$ cat src/rtl/cv32e40s_pkg.sv
// ---------------------------------------------------------------------------
// cv32e40s_pkg
// Shared types and constants for the PMA transaction gate.
//   pma_gate_state_e  : gate FSM states
//   MEMTYPE_*_BIT     : bit positions inside the 2-bit OBI memtype attribute
//   pma_memtype()     : packs the PMA verdict into the memtype attribute
// ---------------------------------------------------------------------------
package cv32e40s_pkg;

    typedef enum logic [1:0] {
        PG_IDLE     = 2'd0,
        PG_ERR_WAIT = 2'd1,
        PG_ERR_RESP = 2'd2
    } pma_gate_state_e;

    localparam int unsigned MEMTYPE_BUFFERABLE_BIT = 0;
    localparam int unsigned MEMTYPE_CACHEABLE_BIT  = 1;

    function automatic logic [1:0] pma_memtype(input logic cacheable,
                                               input logic bufferable);
        logic [1:0] memtype;
        memtype                         = 2'b00;
        memtype[MEMTYPE_CACHEABLE_BIT]  = cacheable;
        memtype[MEMTYPE_BUFFERABLE_BIT] = bufferable;
        return memtype;
    endfunction

endpackage

$ cat src/rtl/cv32e40s_outstanding_cnt.sv
// ---------------------------------------------------------------------------
// cv32e40s_outstanding_cnt
// Saturating up/down counter of outstanding bus transactions.
//   clk, rst_n : clock, asynchronous active-low reset
//   inc_i      : a transaction was issued this cycle
//   dec_i      : a transaction completed this cycle
//   cnt_o      : current count
//   full_o     : count equals MAX_CNT
//   empty_o    : count is zero
// ---------------------------------------------------------------------------
module cv32e40s_outstanding_cnt #(
    parameter int unsigned MAX_CNT = 2,
    parameter int unsigned CNT_W   = $clog2(MAX_CNT + 1)
) (
    input  logic             clk,
    input  logic             rst_n,
    input  logic             inc_i,
    input  logic             dec_i,
    output logic [CNT_W-1:0] cnt_o,
    output logic             full_o,
    output logic             empty_o
);

    logic [CNT_W-1:0] cnt_q;
    logic [CNT_W-1:0] cnt_d;

    assign full_o  = (cnt_q == CNT_W'(MAX_CNT));
    assign empty_o = (cnt_q == '0);
    assign cnt_o   = cnt_q;

    always_comb begin
        cnt_d = cnt_q;
        if (inc_i && !dec_i) begin
            if (!full_o) cnt_d = cnt_q + CNT_W'(1);
        end else if (dec_i && !inc_i) begin
            // A completion with nothing outstanding is ignored (no underflow).
            if (!empty_o) cnt_d = cnt_q - CNT_W'(1);
        end else if (inc_i && dec_i && empty_o) begin
            // Stray completion coinciding with an issue: only the issue counts.
            cnt_d = CNT_W'(1);
        end
    end

    always_ff @(posedge clk or negedge rst_n) begin
        if (!rst_n) cnt_q <= '0;
        else        cnt_q <= cnt_d;
    end

endmodule

$ cat src/rtl/cv32e40s_pma_gate.sv
// ---------------------------------------------------------------------------
// cv32e40s_pma_gate
// Gate between a core requester and the OBI bus. Requests passing the PMA
// check go straight to the bus with memtype attached; failing requests are
// accepted but never issued, and are answered with a local PMA error once all
// earlier bus transactions have responded, keeping responses in order.
//   core_trans_* : core request (valid/ready, addr, we, instr, misaligned)
//   core_resp_*  : response to core (valid, rdata, err, pma_err)
//   pma_*_o/_i   : drive the external PMA checker / its same-cycle verdict
//   bus_trans_*  : bus request (valid/ready, addr, we, memtype)
//   bus_resp_*   : bus response (valid, rdata, err)
// ---------------------------------------------------------------------------
module cv32e40s_pma_gate
    import cv32e40s_pkg::*;
#(
    parameter int unsigned MAX_OUTSTANDING = 2
) (
    input  logic        clk,
    input  logic        rst_n,
    input  logic        core_trans_valid_i,
    output logic        core_trans_ready_o,
    input  logic [31:0] core_trans_addr_i,
    input  logic        core_trans_we_i,
    input  logic        core_trans_instr_i,
    input  logic        core_trans_misaligned_i,
    output logic        core_resp_valid_o,
    output logic [31:0] core_resp_rdata_o,
    output logic        core_resp_err_o,
    output logic        core_resp_pma_err_o,
    output logic [31:0] pma_addr_o,
    output logic        pma_instr_fetch_o,
    output logic        pma_misaligned_o,
    output logic        pma_load_o,
    input  logic        pma_err_i,
    input  logic        pma_bufferable_i,
    input  logic        pma_cacheable_i,
    output logic        bus_trans_valid_o,
    input  logic        bus_trans_ready_i,
    output logic [31:0] bus_trans_addr_o,
    output logic        bus_trans_we_o,
    output logic [1:0]  bus_trans_memtype_o,
    input  logic        bus_resp_valid_i,
    input  logic [31:0] bus_resp_rdata_i,
    input  logic        bus_resp_err_i
);

    localparam int unsigned CNT_W = $clog2(MAX_OUTSTANDING + 1);

    pma_gate_state_e  state_q;
    pma_gate_state_e  state_d;
    logic [CNT_W-1:0] cnt;
    logic             cnt_full;
    logic             cnt_empty;
    logic             err_drained;
    logic             trans_ready;
    logic             bus_valid;
    logic             err_resp;
    logic             bus_hs;

    // PMA checker sees the raw core request.
    assign pma_addr_o        = core_trans_addr_i;
    assign pma_instr_fetch_o = core_trans_instr_i;
    assign pma_misaligned_o  = core_trans_misaligned_i;
    assign pma_load_o        = !core_trans_we_i && !core_trans_instr_i;

    assign bus_trans_addr_o    = core_trans_addr_i;
    assign bus_trans_we_o      = core_trans_we_i;
    assign bus_trans_memtype_o = pma_memtype(pma_cacheable_i, pma_bufferable_i);

    // All earlier bus transactions have responded by the end of this cycle.
    assign err_drained = cnt_empty || ((cnt == CNT_W'(1)) && bus_resp_valid_i);

    // Handshake uses the ungated valid so reset never feeds flop data paths.
    assign bus_hs = bus_valid && bus_trans_ready_i;

    cv32e40s_outstanding_cnt #(
        .MAX_CNT (MAX_OUTSTANDING),
        .CNT_W   (CNT_W)
    ) u_outstanding_cnt (
        .clk     (clk),
        .rst_n   (rst_n),
        .inc_i   (bus_hs),
        .dec_i   (bus_resp_valid_i),
        .cnt_o   (cnt),
        .full_o  (cnt_full),
        .empty_o (cnt_empty)
    );

    always_comb begin
        state_d     = state_q;
        trans_ready = 1'b0;
        bus_valid   = 1'b0;
        err_resp    = 1'b0;
        case (state_q)
            PG_IDLE: begin
                if (core_trans_valid_i && pma_err_i) begin
                    // Blocked request is absorbed; its response is owed later.
                    trans_ready = 1'b1;
                    state_d     = err_drained ? PG_ERR_RESP : PG_ERR_WAIT;
                end else begin
                    bus_valid   = core_trans_valid_i && !cnt_full;
                    trans_ready = bus_trans_ready_i && !cnt_full;
                end
            end
            PG_ERR_WAIT: begin
                if (err_drained) state_d = PG_ERR_RESP;
            end
            PG_ERR_RESP: begin
                err_resp = 1'b1;
                state_d  = PG_IDLE;
            end
            default: state_d = PG_IDLE;
        endcase
    end

    always_ff @(posedge clk or negedge rst_n) begin
        if (!rst_n) state_q <= PG_IDLE;
        else        state_q <= state_d;
    end

    // Handshake and response strobes are forced low while reset is held.
    assign core_trans_ready_o  = rst_n && trans_ready;
    assign bus_trans_valid_o   = rst_n && bus_valid;
    assign core_resp_valid_o   = rst_n && (err_resp || bus_resp_valid_i);
    assign core_resp_err_o     = rst_n && !err_resp && bus_resp_err_i;
    assign core_resp_pma_err_o = rst_n && err_resp;
    assign core_resp_rdata_o   = err_resp ? 32'h0 : bus_resp_rdata_i;

`ifndef SYNTHESIS
    a_no_bus_on_err: assert property (@(posedge clk) disable iff (!rst_n)
        (state_q == PG_IDLE && core_trans_valid_i && pma_err_i) |-> !bus_trans_valid_o);

    a_cnt_bound: assert property (@(posedge clk) disable iff (!rst_n)
        cnt <= CNT_W'(MAX_OUTSTANDING));

    a_err_resp_single: assert property (@(posedge clk) disable iff (!rst_n)
        (state_q == PG_ERR_RESP) |=> (state_q == PG_IDLE));

    a_err_wait_blocks: assert property (@(posedge clk) disable iff (!rst_n)
        (state_q != PG_IDLE) |-> (!core_trans_ready_o && !bus_trans_valid_o));

    a_core_valid_held: assert property (@(posedge clk) disable iff (!rst_n)
        (core_trans_valid_i && !core_trans_ready_o) |=> core_trans_valid_i);

    // Protocol violation by the bus; flagged but the gate recovers on its own.
    a_resp_needs_outstanding: assert property (@(posedge clk) disable iff (!rst_n)
        bus_resp_valid_i |-> !cnt_empty)
        else $warning("bus response received with no transaction outstanding");
`endif

endmodule

$ cat config.mk
export PLATFORM = sky130hd
export DESIGN_NAME = cv32e40s_pma_gate
export DESIGN_NICKNAME = d
export VERILOG_FILES = /design/src/rtl/cv32e40s_pkg.sv /design/src/rtl/cv32e40s_outstanding_cnt.sv /design/src/rtl/cv32e40s_pma_gate.sv
export SDC_FILE = /design/constraint.sdc
export NUM_CORES = 1
export LEC_CHECK = 0
export ABC_AREA = 1
export BUFFER_PORTS_ARGS = -buffer_cell sky130_fd_sc_hd__buf_2
export CORE_MARGIN = 3
export CORE_UTILIZATION = 25
export DETAILED_ROUTE_END_ITERATION = 8
export HOLD_SLACK_MARGIN = 0.06
export PLACE_DENSITY = 0.72
export SLEW_MARGIN = 20
export SYNTH_ARGS = -nofsm -noshare
export SYNTH_HDL_FRONTEND = slang
export SYNTH_SLANG_ARGS = --single-unit
$ cat constraint.sdc
create_clock -name clk -period 2.3 [get_ports clk]
set_clock_uncertainty 0.2 [all_clocks]
set_input_delay 0.46 -clock clk [delete_from_list [all_inputs] [get_ports clk]]
set_output_delay 0.46 -clock clk [all_outputs]
set_load 0.01 [all_outputs]
Word-level counts from Yosys, hierarchy flattened:

Cells that the tools add are included.

* register bits: 4
* output and inout bits: 107
* input bits: 76

* equality and inequality tests: 8
* muxes and demuxes: 15
* add/sub/neg operators: 2
* reductions and logical operators: 29

Operator list (count)
* 32-bit 2-to-1 mux: 1
* 1-bit logical AND: 16
* 2-bit 2-to-1 mux: 8
* 1-bit logical NOT: 6
* 2-bit != test (second input constant): 3
* 1-bit 2-to-1 mux: 5
* 2-bit by 1-bit == test with 1-bit output (second input constant): 2
* 2-bit == test (second input constant): 2
* 2-bit logical NOT: 2
* 2-bit one-hot mux with 2 select lines: 1
* 3-bit by 2-bit != test with 1-bit output (second input constant): 1
* 3-bit AND reduction: 1
* 3-bit nonzero test: 1
* 2-bit by 1-bit adder with 2-bit output (second input constant): 1
* 1-bit logical OR: 2
* 2-bit AND reduction: 1
* 2-bit by 1-bit subtractor with 2-bit output (second input constant): 1

Logic depth before layout (Yosys ltp):

Gate-level depths: netlist of the first run.

* word-level depth: 11
* gate-level depth with buffers: 10
* depth with buffers taken out: 10

Cells and area by module:

From an unflattened synthesis of the first run, not the netlist that was laid out.

* cells, all modules: 200
* area total of the unflattened synthesis: 1207.4 um2

By module, submodules not included
* cv32e40s_pma_gate: cells an instance 167, times used 1, area each 973.4 um2
* cv32e40s_outstanding_cnt: cells an instance 33, times used 1, area each 234.0 um2

Least setup slack after synthesis of the first run:

OpenSTA, ideal clock, no wires.

* kind: register to output
* start: reg u_outstanding_cnt.cnt_q[0] (netlist: u_outstanding_cnt.cnt_o[0])
* end: out core_trans_ready_o
* cell stages (with the launch flop): 6
* required time: 1.640 ns
* data arrival time: 1.106 ns
* setup slack: 0.534 ns
* path through: dfrtp_1 inv_1 ha_1 inv_1 a21oi_1 nor4_1

* word-level cells in the longest chain between the ends: 6

Ends and longest elaborated chain
* from (decl): RTL line cv32e40s_outstanding_cnt.sv:24 `logic [CNT_W-1:0] cnt_q;`
* from (signal assigned): RTL line cv32e40s_outstanding_cnt.sv:46 `else cnt_q <= cnt_d;`
* 2-bit == test: RTL line cv32e40s_outstanding_cnt.sv:27 `assign full_o = (cnt_q == CNT_W'(MAX_CNT));`
* 1-bit logical NOT
* 1-bit logical AND: RTL line cv32e40s_pma_gate.sv:102 `trans_ready = bus_trans_ready_i && !cnt_full;`
* 1-bit 2-to-1 mux: RTL line cv32e40s_pma_gate.sv:96 `if (core_trans_valid_i && pma_err_i) begin`
* 1-bit 2-to-1 mux: RTL line cv32e40s_pma_gate.sv:94 `case (state_q)`
* 1-bit logical AND: RTL line cv32e40s_pma_gate.sv:122 `assign core_trans_ready_o = rst_n && trans_ready;`
* to (decl): RTL line cv32e40s_pma_gate.sv:21 `output logic core_trans_ready_o,`

Every way passes these cells.

Final worst setup path of the first run:

Ends and elaborated chain as after synthesis.

==> Implementation_results.wiki, run 1 <==
{| class="wikitable"
! Metric !! Value
|-
| Power per cell area || 831 mW/mm²
|-
| Worst reg2reg startpoint || u_outstanding_cnt.cnt_o[0]
|-
| Transition at the pin with the smallest max-transition slack || 0.268 ns
|-
| Minimum period implied by the final worst setup slack || 2.06 ns
|-
| Die outline area || 0.00547 mm²
|-
| Maximum root-to-sink buffer count || 2
|-
| Number of pins with negative max-slew slack in the final report || 0
|-
| Worst hold endpoint || u_outstanding_cnt.cnt_o[1]
|-
| Hold Path Class || flop to flop
|-
| Final Hold Violating Endpoints || 0
|-
| First-pass GRT wire length || 3.72 mm
|-
| Netlist cell types || 17
|-
| Number of global-route vias before repair || 778
|-
| Avg Synthesized Cell Area || 5.98 µm²
|-
| Synth Net Count || 272
|-
| Y dimension of the die || 73.9 µm
|-
| Depth of the worst register-to-register path || 10
|-
| Number of H-tree levels || 1
|-
| Routability cong. || 0.820
|-
| Area added between synthesis and finish || -0.108%
|-
| Post-synth top area share || 44.9%
|-
| Sum of overflow across all layers after global routing || 0
|-
| Maximum number of pins on one net before global-route repair || 30
|-
| Setup total negative slack || 0 ns
|-
| Max-cap violations || 0
|-
| Count of routing violations after the opening detailed-route iteration || 22
|-
| Max IR drop VDD || 411 µV
|-
| Initial Utilization || 26.1%
|-
| Number of antenna violations at the first check in global routing || 0
|-
| Total wirelength of the detailed-routed design || 2.79 mm
|-
| Syn Std Cell Area || 0.00115 mm²
|-
| Max_slew headroom || 82.1%
|-
| DP HPWL || 2.47 mm
|-
| RSZ-0062 raised after global routing || no
|-
| Crit path max fanout || 4
|-
| Drt drc || 0
|-
| Combined global-route utilization of all metal layers || 8.65%
|-
| Routed via count || 990
|-
| TritonCTS clock tree || done
|-
| Outcome || completed
|-
| IO buf count || 80
|-
| Total non-filler cell area in the finished layout || 0.00115 mm²
|-
| Yosys warning count || 0
|-
| Overall die width || 73.9 µm
|-
| Clock sink count || 4
|-
| Yosys reg bits || 4
|-
| Master of the slowest instance on the critical path || sky130_fd_sc_hd__dfrtp_1
|-
| Total inserted antenna cells || 0
|-
| Final setup fails || 0
|-
| Cts bufs inserted || 3
|-
| Clock root buffer || sky130_fd_sc_hd__clkbuf_8
|-
| Critical Path Max Stage Delay || 0.38 ns
|-
| Post-synth top area cell || sky130_fd_sc_hd__buf_4
|-
| FF-to-FF End || u_outstanding_cnt.cnt_o[0]
|-
| Latest clock arrival within the worst-skew pair || 0.21 ns
|-
| Commonest non-fill, non-tap cell in the layout || sky130_fd_sc_hd__buf_2
|-
| Most used cell along the critical path || sky130_fd_sc_hd__inv_1
|-
| Ratio of routed vias to standard cells || 3.82
|-
| Worst setup SP type || flop
|-
| Fraction of final layout cells sized beyond drive strength 1 || 44.0%
|-
| First-pass iteration count of the detailed router || 4
|-
| Hold depth || 2
|-
| Cell types occupying the most area after synthesis || sky130_fd_sc_hd__buf_4, sky130_fd_sc_hd__inv_1, sky130_fd_sc_hd__nor2_1
|-
| Signal arrival time at the worst endpoint || 1.40 ns
|-
| Maximum clock rate || 485 MHz
|-
| Hold_sp || u_outstanding_cnt.cnt_o[1]
|-
| Kind of critical path || flop to output pin
|-
| Leading cell types in the layout, fill and taps excluded || sky130_fd_sc_hd__buf_2, sky130_fd_sc_hd__inv_1, sky130_fd_sc_hd__nor2_1
|-
| Net count, final || 288
|-
| Static leakage power || 0.806 nW
|-
| Register-to-register setup slack || 0.67 ns
|-
| Dpl cell area || 0.00110 mm²
|-
| Post-DRT Antenna Nets || 0
|-
| Row Count || 24
|-
| Detailed-route wire length per cell || 10.8 µm
|-
| Final cycle utilization of the critical path || 89.6%
|-
| Sequential-to-total area share from yosys stat || 8.68%
|-
| Crit path required time || 1.64 ns
|-
| Type of element capturing the critical path || output pin
|-
| Post-route total power || 0.000957 W
|-
| Post-synthesis instance total || 193
|-
| CTS resizes || 0
|-
| Critical path, cell by cell || inv_1 > ha_1 > inv_1 > a21oi_1 > nor4_1 > buf_2
|-
| Core box area || 0.00441 mm²
|-
| I/O pin count || 183
|-
| Reg clk slew, reported paths || 0.03 ns
|}
-- registers in the layout (all words and copies together), names as in the netlist --
name / cells
state_q: 2
u_outstanding_cnt.cnt_o: 2
-- synthesized netlist by cell type --
master and n:
sky130_fd_sc_hd__ha_1 3, sky130_fd_sc_hd__dfrtp_1 4, sky130_fd_sc_hd__nand2_2 2, sky130_fd_sc_hd__buf_4 69, sky130_fd_sc_hd__nand2_1 13, sky130_fd_sc_hd__buf_2 3, sky130_fd_sc_hd__nor3_1 1, sky130_fd_sc_hd__nor2_2 2
sky130_fd_sc_hd__nor2_4 1, sky130_fd_sc_hd__nand4_1 2, sky130_fd_sc_hd__nand3_1 5, sky130_fd_sc_hd__nor2_1 38, sky130_fd_sc_hd__nor4_1 1, sky130_fd_sc_hd__o21ai_0 1, sky130_fd_sc_hd__a21oi_1 3, sky130_fd_sc_hd__inv_1 44
sky130_fd_sc_hd__nand4_4 1
-- report_power, final --
group	internal [W]	switching [W]	total [W]
Combinational	0.000272	0.000409	0.000681
Sequential	0.000101	0.0000307	0.000132
Clock	0.000111	0.0000331	0.000144
Total	0.000484	0.000473	0.000957
-- cell type report --
type / instances / area, µm²
Sequential cell: 4 / 100
Multi-Input combinational cell: 73 / 355
Clock buffer: 3 / 41.3
Timing Repair Buffer: 83 / 425
Inverter: 44 / 165
Fill cell: 504 / 3260
Tap cell: 52 / 65.1
-- metrics by stage --
| stage | util [%] | worst slack, ns | cells | hold slack (ns) |
|---|---|---|---|---|
| 2_1_floorplan | - | 0.534 | 193 | -0.0356 |
| 3_3_place_gp | 24.9 | 0.495 | 255 | 0.0870 |
| 3_5_place_dp | 24.9 | 0.457 | 255 | 0.0900 |
| 4_1_cts | 26.1 | 0.226 | 259 | 0.354 |
| 5_1_grt | 26.1 | 0.111 | 259 | 0.380 |
| 6_report | 26.1 | 0.239 | 259 | 0.360 |
-- worst max-delay path: cells and delay by family, from the launching register on --
family | cells | cell delay [ns]
and+or+nand+nor | 1 | 0.19
buffers and inverters | 3 | 0.34
adders and majority gates | 1 | 0.22
DFF | 1 | 0.38
AOI/OAI and AO/OA | 1 | 0.06
-- logic make-up (layout without fill, tap and decap cells) --
group	Yosys count	count (layout)	synth area share, %
buffers and inverters	116	130	60.5
flip-flops	4	4	8.68
AND/OR/NAND/NOR	66	66	25.8
adder cells (fa/ha/maj)	3	3	3.25
AO/OA/AOI/OAI	4	4	1.73
-- worst max-delay path by stage --
stage	startpoint	cells after the start	slack, ns	endpoint
detailed placement	u_outstanding_cnt.cnt_o[0]	6	0.46	core_trans_ready_o
finish	u_outstanding_cnt.cnt_o[0]	6	0.24	core_trans_ready_o
global route	u_outstanding_cnt.cnt_o[0]	6	0.11	bus_trans_valid_o
CTS	u_outstanding_cnt.cnt_o[0]	6	0.23	core_trans_ready_o
floorplan	u_outstanding_cnt.cnt_o[0]	5	0.53	core_trans_ready_o
global placement	u_outstanding_cnt.cnt_o[0]	6	0.50	bus_trans_valid_o
-- what timing repair did --
action | in CTS | in global routing
hold buffers | 1 | 0
endpoints found under the hold margin | 4 | 0
setup buffers | 0 | 0
setup endpoints to repair | 0 | 0
-- metal layers --
layer,track usage (%),up-vias,wire (µm)
li1,-,511,-
met1,8.68,380,910
met2,15.3,97,1390
met3,5.68,2,486
met4,1.41,0,4
met5,0,-,0
Note: power is estimated with default switching activity, not from simulation.
==> inputs of run 2 (changes only) <==
--- a/config.mk
+++ b/config.mk
@@ -9,7 +9,9 @@
 export BUFFER_PORTS_ARGS = -buffer_cell sky130_fd_sc_hd__buf_2
 export CORE_MARGIN = 3
 export CORE_UTILIZATION = 25
+export CTS_BUF_LIST = sky130_fd_sc_hd__clkbuf_4 sky130_fd_sc_hd__clkbuf_8
 export DETAILED_ROUTE_END_ITERATION = 8
+export GPL_ROUTABILITY_DRIVEN = 0
 export HOLD_SLACK_MARGIN = 0.06
 export PLACE_DENSITY = 0.72
 export SLEW_MARGIN = 20
==> constraint.sdc (replaced) <==
create_clock -name clk -period 2.3 [get_ports clk]
set_clock_uncertainty 0.2 [all_clocks]
set_input_delay 0 -clock clk [delete_from_list [all_inputs] [get_ports clk]]
set_output_delay 0 -clock clk [all_outputs]
set_load 0.01 [all_outputs]
==> run 2 against run 1 <==
Against the previous run: sequential cell count did not move; cell count is 15% higher; setup slack better by 0.41 ns; critical path depth stayed put; highest routed layer unchanged.
==> Implementation_results.wiki, run 2 (synthesis results as in run 1) <==
{| class="wikitable"
! Metric !! Value
|-
| RSZ-0062 raised after global routing || no
|-
| Leading cell types in the layout, fill and taps excluded || sky130_fd_sc_hd__buf_2, sky130_fd_sc_hd__inv_1, sky130_fd_sc_hd__dlygate4sd3_1
|-
| Max-cap violations || 0
|-
| Sequential group share of total power || 12.5%
|-
| Detailed-route wire length per cell || 12.0 µm
|-
| First-pass iteration count of the detailed router || 6
|-
| Hold depth || 5
|-
| Number of post-CTS setup repair buffers || 0
|-
| Worst hold-check slack || 0.0758 ns
|-
| Combined global-route utilization of all metal layers || 11.0%
|-
| Number of global-route vias before repair || 1041
|-
| Critical path, cell by cell || inv_1 > ha_1 > inv_1 > a21oi_1 > nor4_1 > buf_2
|-
| Worst setup SP type || flop
|-
| Cell Int Power || 0.000521 W
|-
| Crit path max fanout || 4
|-
| Net switching component of the power || 0.000531 W
|-
| Total wirelength of the detailed-routed design || 3.58 mm
|-
| TritonCTS clock tree || done
|-
| Static leakage power || 0.968 nW
|-
| Count of routing violations after the opening detailed-route iteration || 21
|-
| Sum of overflow across all layers after global routing || 0
|-
| Setup total negative slack || 0 ns
|-
| IO buf count || 80
|-
| Master of the slowest instance on the critical path || sky130_fd_sc_hd__dfrtp_1
|-
| Depth of the worst register-to-register path || 10
|-
| Quantity of hold-fixing buffers added after cts || 41
|-
| First-pass GRT wire length || 4.75 mm
|-
| Y dimension of the die || 73.9 µm
|-
| Area added between synthesis and finish || 33.9%
|-
| Hold Path Class || input pin to flop
|-
| Dpl cell area || 0.00109 mm²
|-
| I/O pin count || 183
|-
| Row Count || 24
|-
| Switching share of power || 50.5%
|-
| Final setup fails || 0
|-
| Core box area || 0.00441 mm²
|-
| Outcome || completed
|-
| Minimum period implied by the final worst setup slack || 1.65 ns
|-
| Kind of critical path || flop to output pin
|-
| Fraction of final layout cells sized beyond drive strength 1 || 36.6%
|-
| Number of H-tree levels || 1
|-
| Combinational share of power || 73.7%
|-
| Most used cell along the critical path || sky130_fd_sc_hd__inv_1
|-
| Power per cell area || 681 mW/mm²
|-
| DP HPWL || 2.44 mm
|-
| Number of pins with negative max-slew slack in the final report || 0
|-
| Final cycle utilization of the critical path || 71.6%
|-
| Commonest non-fill, non-tap cell in the layout || sky130_fd_sc_hd__buf_2
|-
| Cts bufs inserted || 3
|-
| Maximum root-to-sink buffer count || 2
|-
| Initial Utilization || 26.1%
|-
| Reg clk slew, reported paths || 0.03 ns
|-
| Final Hold Violating Endpoints || 0
|-
| Die outline area || 0.00547 mm²
|-
| Signal arrival time at the worst endpoint || 1.45 ns
|-
| Drt drc || 0
|-
| Latest clock arrival within the worst-skew pair || 0.21 ns
|-
| Number of antenna violations at the first check in global routing || 0
|-
| Transition at the pin with the smallest max-transition slack || 0.323 ns
|-
| Maximum number of pins on one net before global-route repair || 35
|-
| Total inserted antenna cells || 0
|-
| Overall die width || 73.9 µm
|-
| Clock group share of total power || 13.7%
|-
| CTS resizes || 0
|-
| Max_slew headroom || 78.5%
|-
| Crit path required time || 2.10 ns
|-
| Total non-filler cell area in the finished layout || 0.00155 mm²
|-
| Ratio of routed vias to standard cells || 3.98
|-
| Net count, final || 327
|-
| Routed via count || 1187
|-
| Max IR drop VDD || 410 µV
|-
| Clock sink count || 4
|-
| Final Instance Count excl. Fillers || 298
|-
| Post-DRT Antenna Nets || 0
|-
| Critical Path Max Stage Delay || 0.39 ns
|-
| Type of element capturing the critical path || output pin
|-
| DP Cell Count || 254
|-
| Post-route total power || 0.00105 W
|-
| Maximum clock rate || 607 MHz
|-
| Clock root buffer || sky130_fd_sc_hd__clkbuf_8
|}
## run 2: cell count changes in the layout (fill, tap and decap cells not counted), sizes merged
cell	before	now
buf	82	81
dlygate4sd3	1	41
## run 2: metal layers
| layer | wire (µm) | vias to the layer above | GRT usage, % |
|---|---|---|---|
| met5 | 0 | - | 0 |
| met3 | 374 | 4 | 3.78 |
| met4 | 52 | 0 | 2.82 |
| li1 | - | 593 | - |
| met2 | 2000 | 89 | 21.6 |
| met1 | 1150 | 501 | 10.8 |
## run 2: path summary, 6_finish.rpt
kind                                       startpoint                         end  slack [ns]
max                        u_outstanding_cnt.cnt_o[0]          core_trans_ready_o        0.65
min                                         pma_err_i                  state_q[0]        0.08
max reg2reg                u_outstanding_cnt.cnt_o[0]  u_outstanding_cnt.cnt_o[0]        0.69
min reg2reg                u_outstanding_cnt.cnt_o[1]  u_outstanding_cnt.cnt_o[1]        0.36
max in group asynchronous                       rst_n  u_outstanding_cnt.cnt_o[0]        1.20
min in group asynchronous                       rst_n                  state_q[1]        0.53
## run 2: final cells by class
type                       count  area (µm²)
sequential                     4         100
fill                         468        2870
clock buffer                   3        41.3
multi-input combinational     73         355
timing repair buffer         122         818
inverter                      44         165
tap                           52        65.1
## run 2: critical path: cells and delay by family, from the launching register on
kind / cells / cell delay (ns)
AOI/OAI and AO/OA: 1 / 0.06
adders and majority gates: 1 / 0.22
DFF: 1 / 0.39
and+or+nand+nor: 1 / 0.22
buffers and inverters: 3 / 0.34
## run 2: power by group through the flow
stage	Sequential [W]	Combinational [W]	Clock, W
2_1_floorplan	0.000127	0.000555	0
3_3_place_gp	0.000131	0.000669	0
3_5_place_dp	0.000133	0.000679	0
4_1_cts	0.000133	0.000785	0.000151
5_1_grt	0.000140	0.000880	0.000155
6_report	0.000132	0.000776	0.000144
## run 2: metrics by stage
stage	setup WS [ns]	util, %
global placement	0.731	24.8
global route	0.532	35.0
floorplan	0.803	-
CTS	0.625	35.0
detailed placement	0.701	24.8
finish	0.653	35.0
